## src/rtl/mips_pipeline_core.sv

```systemverilog
// Five-stage MIPS-subset integer core (IF/ID/EX/MEM/WB) with forwarding or interlock,
// load-use stall, branch/jump flush and a data-memory wait handshake.
module mips_pipeline_core #(
  parameter int              XLEN     = 32,
  parameter logic [XLEN-1:0] RESET_PC = '0,
  parameter bit              FWD_EN   = 1'b1
) (
  input  logic            clk,
  input  logic            reset,
  output logic [XLEN-1:0] imem_addr,
  input  logic [31:0]     imem_rdata,
  output logic [XLEN-1:0] dmem_addr,
  output logic [XLEN-1:0] dmem_wdata,
  output logic            dmem_we,
  output logic            dmem_re,
  input  logic [XLEN-1:0] dmem_rdata,
  input  logic            dmem_ready,
  output logic            wb_valid,
  output logic [4:0]      wb_reg,
  output logic [XLEN-1:0] wb_data
);

  typedef enum logic [2:0] {ALU_ADD, ALU_SUB, ALU_AND, ALU_OR, ALU_SLT} aluOp_e;

  typedef struct packed {
    logic       regWrite;
    logic       memRead;
    logic       memWrite;
    logic       branch;
    logic       useImm;
    aluOp_e     aluOp;
    logic [4:0] dest;
  } ctrl_t;

  localparam logic [XLEN-1:0] LOW_MASK = XLEN'(32'h0FFF_FFFF);

  logic [XLEN-1:0] r_pc;
  logic            r_ifidValid;
  logic [31:0]     r_ifidInstr;
  logic [XLEN-1:0] r_ifidPc;

  logic            r_idexValid;
  ctrl_t           r_idexCtrl;
  logic [XLEN-1:0] r_idexPc, r_idexRsVal, r_idexRtVal, r_idexImm;
  logic [4:0]      r_idexRs, r_idexRt;

  logic            r_exmemValid, r_exmemRegWrite, r_exmemMemRead, r_exmemMemWrite;
  logic [4:0]      r_exmemDest;
  logic [XLEN-1:0] r_exmemAlu, r_exmemStore;

  logic            r_memwbValid, r_memwbRegWrite;
  logic [4:0]      r_memwbDest;
  logic [XLEN-1:0] r_memwbData;

  logic [XLEN-1:0] r_regs [32];

  logic [5:0]      w_op, w_funct;
  logic [4:0]      w_rs, w_rt, w_rd, w_shamt;
  logic [XLEN-1:0] w_immExt, w_ifidPcPlus4, w_jumpTarget;
  logic            w_rValid, w_useRs, w_useRt, w_isJump;
  ctrl_t           w_dec;
  logic [XLEN-1:0] w_rsVal, w_rtVal;
  logic            w_wbWrite, w_loadUse, w_exHit, w_memHit, w_stallId;
  logic [XLEN-1:0] w_rsFwd, w_rtFwd, w_aluB, w_aluOut, w_branchTarget;
  logic            w_branchTaken;

  assign w_op          = r_ifidInstr[31:26];
  assign w_rs          = r_ifidInstr[25:21];
  assign w_rt          = r_ifidInstr[20:16];
  assign w_rd          = r_ifidInstr[15:11];
  assign w_shamt       = r_ifidInstr[10:6];
  assign w_funct       = r_ifidInstr[5:0];
  assign w_immExt      = {{(XLEN-16){r_ifidInstr[15]}}, r_ifidInstr[15:0]};
  assign w_ifidPcPlus4 = r_ifidPc + XLEN'(4);
  assign w_jumpTarget  = (w_ifidPcPlus4 & ~LOW_MASK) | XLEN'({r_ifidInstr[25:0], 2'b00});
  // R-type ops are only recognised with a zero shift field; anything else is a NOP
  assign w_rValid      = (w_shamt == 5'd0) && (w_funct inside {6'h20, 6'h22, 6'h24, 6'h25, 6'h2A});

  always_comb begin
    w_dec    = '0;
    w_useRs  = 1'b0;
    w_useRt  = 1'b0;
    w_isJump = 1'b0;
    case (w_op)
      6'h00: if (w_rValid) begin
        w_dec.regWrite = 1'b1;
        w_dec.dest     = w_rd;
        w_useRs        = 1'b1;
        w_useRt        = 1'b1;
        case (w_funct)
          6'h22:   w_dec.aluOp = ALU_SUB;
          6'h24:   w_dec.aluOp = ALU_AND;
          6'h25:   w_dec.aluOp = ALU_OR;
          6'h2A:   w_dec.aluOp = ALU_SLT;
          default: w_dec.aluOp = ALU_ADD;
        endcase
      end
      6'h08, 6'h23: begin
        w_dec.regWrite = 1'b1;
        w_dec.memRead  = (w_op == 6'h23);
        w_dec.useImm   = 1'b1;
        w_dec.dest     = w_rt;
        w_useRs        = 1'b1;
      end
      6'h2B: begin
        w_dec.memWrite = 1'b1;
        w_dec.useImm   = 1'b1;
        w_useRs        = 1'b1;
        w_useRt        = 1'b1;
      end
      6'h04: begin
        w_dec.branch = 1'b1;
        w_dec.aluOp  = ALU_SUB;
        w_useRs      = 1'b1;
        w_useRt      = 1'b1;
      end
      6'h02: w_isJump = 1'b1;
      default: ;
    endcase
    // Writes to r0 are dropped here so hazard and forwarding logic never sees r0
    if (w_dec.dest == 5'd0) w_dec.regWrite = 1'b0;
    if (!r_ifidValid) begin
      w_dec    = '0;
      w_useRs  = 1'b0;
      w_useRt  = 1'b0;
      w_isJump = 1'b0;
    end
  end

  assign w_wbWrite = r_memwbValid && r_memwbRegWrite && dmem_ready;
  assign w_rsVal   = (w_wbWrite && r_memwbDest == w_rs) ? r_memwbData : r_regs[w_rs];
  assign w_rtVal   = (w_wbWrite && r_memwbDest == w_rt) ? r_memwbData : r_regs[w_rt];

  assign w_loadUse = r_idexValid && r_idexCtrl.memRead && r_idexCtrl.regWrite &&
                     ((w_useRs && r_idexCtrl.dest == w_rs) || (w_useRt && r_idexCtrl.dest == w_rt));
  assign w_exHit   = r_idexValid && r_idexCtrl.regWrite &&
                     ((w_useRs && r_idexCtrl.dest == w_rs) || (w_useRt && r_idexCtrl.dest == w_rt));
  assign w_memHit  = r_exmemValid && r_exmemRegWrite &&
                     ((w_useRs && r_exmemDest == w_rs) || (w_useRt && r_exmemDest == w_rt));
  assign w_stallId = FWD_EN ? w_loadUse : (w_exHit || w_memHit);

  always_comb begin
    w_rsFwd = r_idexRsVal;
    w_rtFwd = r_idexRtVal;
    if (FWD_EN) begin
      if (r_exmemValid && r_exmemRegWrite && r_exmemDest == r_idexRs)      w_rsFwd = r_exmemAlu;
      else if (r_memwbValid && r_memwbRegWrite && r_memwbDest == r_idexRs) w_rsFwd = r_memwbData;
      if (r_exmemValid && r_exmemRegWrite && r_exmemDest == r_idexRt)      w_rtFwd = r_exmemAlu;
      else if (r_memwbValid && r_memwbRegWrite && r_memwbDest == r_idexRt) w_rtFwd = r_memwbData;
    end
  end

  assign w_aluB = r_idexCtrl.useImm ? r_idexImm : w_rtFwd;

  always_comb begin
    w_aluOut = w_rsFwd + w_aluB;
    case (r_idexCtrl.aluOp)
      ALU_SUB: w_aluOut = w_rsFwd - w_aluB;
      ALU_AND: w_aluOut = w_rsFwd & w_aluB;
      ALU_OR:  w_aluOut = w_rsFwd | w_aluB;
      ALU_SLT: w_aluOut = {{(XLEN-1){1'b0}}, ($signed(w_rsFwd) < $signed(w_aluB))};
      default: ;
    endcase
  end

  assign w_branchTaken  = r_idexValid && r_idexCtrl.branch && (w_rsFwd == w_rtFwd);
  assign w_branchTarget = r_idexPc + XLEN'(4) + (r_idexImm << 2);

  // A memory wait freezes everything; a taken beq outranks the ID stall and any j in ID
  always_ff @(posedge clk) begin
    if (!reset) begin
      r_pc         <= RESET_PC;
      r_ifidValid  <= 1'b0;
      r_idexValid  <= 1'b0;
      r_exmemValid <= 1'b0;
      r_memwbValid <= 1'b0;
      r_memwbDest  <= 5'd0;
      r_memwbData  <= '0;
    end else if (dmem_ready) begin
      r_memwbValid    <= r_exmemValid;
      r_memwbRegWrite <= r_exmemRegWrite;
      r_memwbDest     <= r_exmemDest;
      r_memwbData     <= r_exmemMemRead ? dmem_rdata : r_exmemAlu;

      r_exmemValid    <= r_idexValid;
      r_exmemRegWrite <= r_idexCtrl.regWrite;
      r_exmemMemRead  <= r_idexCtrl.memRead;
      r_exmemMemWrite <= r_idexCtrl.memWrite;
      r_exmemDest     <= r_idexCtrl.dest;
      r_exmemAlu      <= w_aluOut;
      r_exmemStore    <= w_rtFwd;

      if (w_branchTaken) begin
        r_pc        <= w_branchTarget;
        r_ifidValid <= 1'b0;
        r_idexValid <= 1'b0;
      end else if (w_stallId) begin
        r_idexValid <= 1'b0;
      end else begin
        r_idexValid <= r_ifidValid;
        r_idexCtrl  <= w_dec;
        r_idexPc    <= r_ifidPc;
        r_idexRsVal <= w_rsVal;
        r_idexRtVal <= w_rtVal;
        r_idexImm   <= w_immExt;
        r_idexRs    <= w_rs;
        r_idexRt    <= w_rt;
        if (w_isJump) begin
          r_pc        <= w_jumpTarget;
          r_ifidValid <= 1'b0;
        end else begin
          r_pc        <= r_pc + XLEN'(4);
          r_ifidValid <= 1'b1;
          r_ifidInstr <= imem_rdata;
          r_ifidPc    <= r_pc;
        end
      end
    end
  end

  always_ff @(posedge clk) begin
    if (!reset) begin
      for (int i = 0; i < 32; i++) r_regs[i] <= '0;
    end else if (w_wbWrite) begin
      r_regs[r_memwbDest] <= r_memwbData;
    end
  end

  assign imem_addr  = r_pc;
  assign dmem_addr  = r_exmemAlu;
  assign dmem_wdata = r_exmemStore;
  assign dmem_we    = reset && r_exmemValid && r_exmemMemWrite;
  assign dmem_re    = reset && r_exmemValid && r_exmemMemRead;
  assign wb_valid   = w_wbWrite;
  assign wb_reg     = r_memwbDest;
  assign wb_data    = r_memwbData;

endmodule
```

## config.mk

```make
export PLATFORM = sky130hd
export DESIGN_NAME = mips_pipeline_core
export DESIGN_NICKNAME = d
export VERILOG_FILES = /design/src/rtl/mips_pipeline_core.sv
export SDC_FILE = /design/constraint.sdc
export NUM_CORES = 2
export LEC_CHECK = 0
export CORE_MARGIN = 4
export CORE_UTILIZATION = 39
export CTS_BUF_LIST = sky130_fd_sc_hd__clkbuf_4 sky130_fd_sc_hd__clkbuf_8 sky130_fd_sc_hd__clkbuf_16
export CTS_CLUSTER_DIAMETER = 40
export DETAILED_ROUTE_END_ITERATION = 10
export GPL_TIMING_DRIVEN = 0
export SLEW_MARGIN = 20
export SYNTH_ARGS = -nofsm -noshare
export SYNTH_HDL_FRONTEND = slang
export SYNTH_SLANG_ARGS = --single-unit
```

## constraint.sdc

```tcl
create_clock -name clk -period 23.8 [get_ports clk]
set_clock_uncertainty 0.15 [all_clocks]
set_input_delay 4.76 -clock clk [delete_from_list [all_inputs] [get_ports clk]]
set_output_delay 4.76 -clock clk [all_outputs]
set_load 0.1 [all_outputs]
```

==> results.cfg <==
[status]
outcome = finished, final reports clean

[die]
die_area_mm2 = 0.204
num_io_pins = 203
die_h_um = 451
core_area_mm2 = 0.195
die_x_um = 451
initial_core_util_pct = 39.3
rows = 162

[routing]
first_pass_iters = 6
vias = 54700
route.detailed.drc = 0
wirelength_um = 300000
ant_nets = 0
drt_iter0_drc = 7855
vias_per_cell = 6.15
detail_route.wl_per_cell_um = 33.8

[hold_path]
hp-start = r_ifidPc[0]$_DFFE_PP_
hold_end = r_idexPc[0]$_DFFE_PP_
hp-class = flip-flop to flip-flop
whs_path_depth = 0

[clock_network]
htreeDepth = 4
clk_pin_slew_ps = 50
cts_root_buf = clkbuf_16
clock_latency_ps = 860
cts.path.max_buffers = 3
post_cts_buffers = 0
cts.sinks = 1369
cts_resized = 0
holdBufCountCts = 0
cts_buffers = 211
cts_tree = done

[power]
p_leak_uw = 0.0336
p_clk_share_pct = 46.6
combPwrFrac_pct = 13.1
vdd.ir_drop.worst_v = 0.0000706
p_per_area_mw_per_mm2 = 75.8
switching_power_uw = 1900
swShare_pct = 27.4
p_seq_share_pct = 40.3
internal-power_uw = 5060

[critical_path]
worstPathArrival_ps = 7770
timing.rr.end = dmem_addr[28]$_DFFE_PP_
worst-setup-path-type = input port to primary output
worst-path-buf-inv = 3
crit_chain = clkbuf_1, clkbuf_2, and3_1, clkdlybuf4s50_1
required_ps = 18890
reg2reg_from = r_exmemDest[4]$_DFFE_PP_
startpoint = reset
cp_slowest_cell = clkdlybuf4s50_1
critPathMaxFanout = 10
crit_cells = 4
rrSetupSlack_ps = 15600
rr_worst_depth = 23
cp_top_family = buffers and inverters
cp-start-kind = input port
end_kind = primary output
cpPeakStageDelay_ps = 1170

[synth]
synth.cell_area_mm2 = 0.0767
yosys.area_share.xor_xnor_pct = 1.46
synth_top_family_by_area = multiplexers
synth_top_area_cell = edfxtp_1
synth_ff_type = edfxtp_1
avgSynthCellArea_um2 = 13.7
syn-instance-count = 5588
synth_compound_area_share_pct = 6.20
async_reset_ff_share_pct = 0
synth-seq-area-share_pct = 52.6
synth-simple-area-share_pct = 12.9
synth_fa_ha_area_share_pct = 2.65
synthMuxAreaShare_pct = 21.0
synth.distinct_cells = 79
synth_seq_cells = 1369
synth_area_leaders = edfxtp_1, mux4_2, and2_1
synthesis.nets = 5815
synth-edff-count = 1296
yosys_warnings = 0
synth.top_cell.area_share_pct = 50.7

[timing]
period_share_pct = 53.3
slew_headroom_pct = 18.1
fmax_ghz = 0.0789
hold_viol = 0
fin_setup_tns_ps = 0
layout_setup_ws_ps = 11120
rsz0062_at_grt = no
final-max-slew-violation-count = 0
period_minus_slack_ps = 12680
setup_violations = 0
worst_pin_slew_ps = 1230

[finish]
final_cell_mix = edfxtp_1, and2_1, mux4_2
nNetsFinal = 6300
layout_commonest_cell = edfxtp_1
layout-drive-gt1-share_pct = 20.6
syn2layout_area_growth_pct = 19.7
fillers = 17000
largest_register_ffs = 1024
design_area_mm2 = 0.0918
largest_register = r_regs

[placed_design]
numPortBuffers = 201
place_hpwl_um = 225000
placed_area_mm2 = 0.0843
finalWeightedCongestion = 1.01
pre_cts_ws_ps = 10930

[global_routing]
antenna_found_initial = 11
grt_max_degree = 60
grt_pass1_vias = 54300
grtUsageTotal_pct = 29.0
grt_pass1_wl_um = 416000
grt-ovfl-total = 0

[job]
max-cap-violations = 0
how the worst max path moves through the flow:
stage	end	slack, ps
6_report	dmem_re	11120
5_1_grt	wb_valid	11120
4_1_cts	dmem_re	10910
3_5_place_dp	dmem_re	10930
3_3_place_gp	r_regs[16][15]$_SDFFCE_PN0P_	2910
2_1_floorplan	r_regs[28][0]$_SDFFCE_PN0P_	11420
area by class of cell:
| type | instances | area, um^2 | share of cell area, % |
|---|---|---|---|
| sequential | 1369 | 40400 | 44.0 |
| multi-input combinational | 3586 | 34300 | 37.4 |
| clock buffer | 249 | 5660 | 6.16 |
| timing repair buffer | 272 | 3850 | 4.19 |
| tap | 2624 | 3280 | 3.58 |
| buffer | 522 | 2130 | 2.32 |
| clock inverter | 152 | 1780 | 1.94 |
| inverter | 111 | 417 | 0.454 |
| antenna | 9 | 22.5 | 0.0245 |
metal layers:
| metal | share of wire (%) | wire length (um) | GRT usage, % |
|---|---|---|---|
| met1 | 37 | 112000 | 37.2 |
| met2 | 45 | 136000 | 44.8 |
| met3 | 11 | 31900 | 6.96 |
| met4 | 6.8 | 20400 | 17.1 |
| met5 | 0.0043 | 13 | 0 |
worst reg2reg max path, delay by kind of cell, from the launching register on:
kind	cells	cell delay (ps)
buffers and inverters	4	1730
xor gates and xnor gates	1	170
DFF	1	470
adders and majority gates	2	530
and+or+nand+nor	4	780
muxes	1	320
AOI/OAI and AO/OA	11	3830
stage by stage:
step,hold slack (ps),std cells,utilization (%),power (uW)
after floorplan,250,5588,-,3350
after global placement,256,8413,42.0,3710
after detailed placement,265,8482,43.2,3740
after CTS,272,8883,47.0,6960
after global routing,293,8887,47.0,7120
final,272,8894,47.0,6960
Yosys cell counts (all sizes together), types with 24 or more instances:
cell type     n
edfxtp     1296
nand2b       26
nor4         25
mux2i       147
dfxtp        73
xor2         61
nand3        84
clkbuf      423
and2       1031
o22ai        30
a21oi       195
xnor2        67
nand2       128
or3          24
o21ai       168
a21o         43
ha          157
mux4        640
a211oi       47
inv         110
and3         24
nor2        284
buf          99
nor3         56
a31oi        38
cell families (layout without fill, tap and decap cells):
logic type               count (synthesis)  count (layout)
buffers and inverters                  633            1306
AND/OR/NAND/NOR                       1755            1755
flip-flops                            1369            1369
adder cells (fa/ha/maj)                161             161
AO/OA/AOI/OAI                          734             734
XOR/XNOR                               128             128
other                                    0               9
multiplexers                           808             808
power by group through the flow:
stage | combinational (uW) | sequential (uW) | clock, uW
2_1_floorplan | 435 | 2920 | 0
5_1_grt | 943 | 2810 | 3370
3_5_place_dp | 893 | 2850 | 0
3_3_place_gp | 843 | 2860 | 0
6_report | 913 | 2800 | 3250
4_1_cts | 896 | 2800 | 3260
Note: power is estimated with default switching activity, not from simulation.
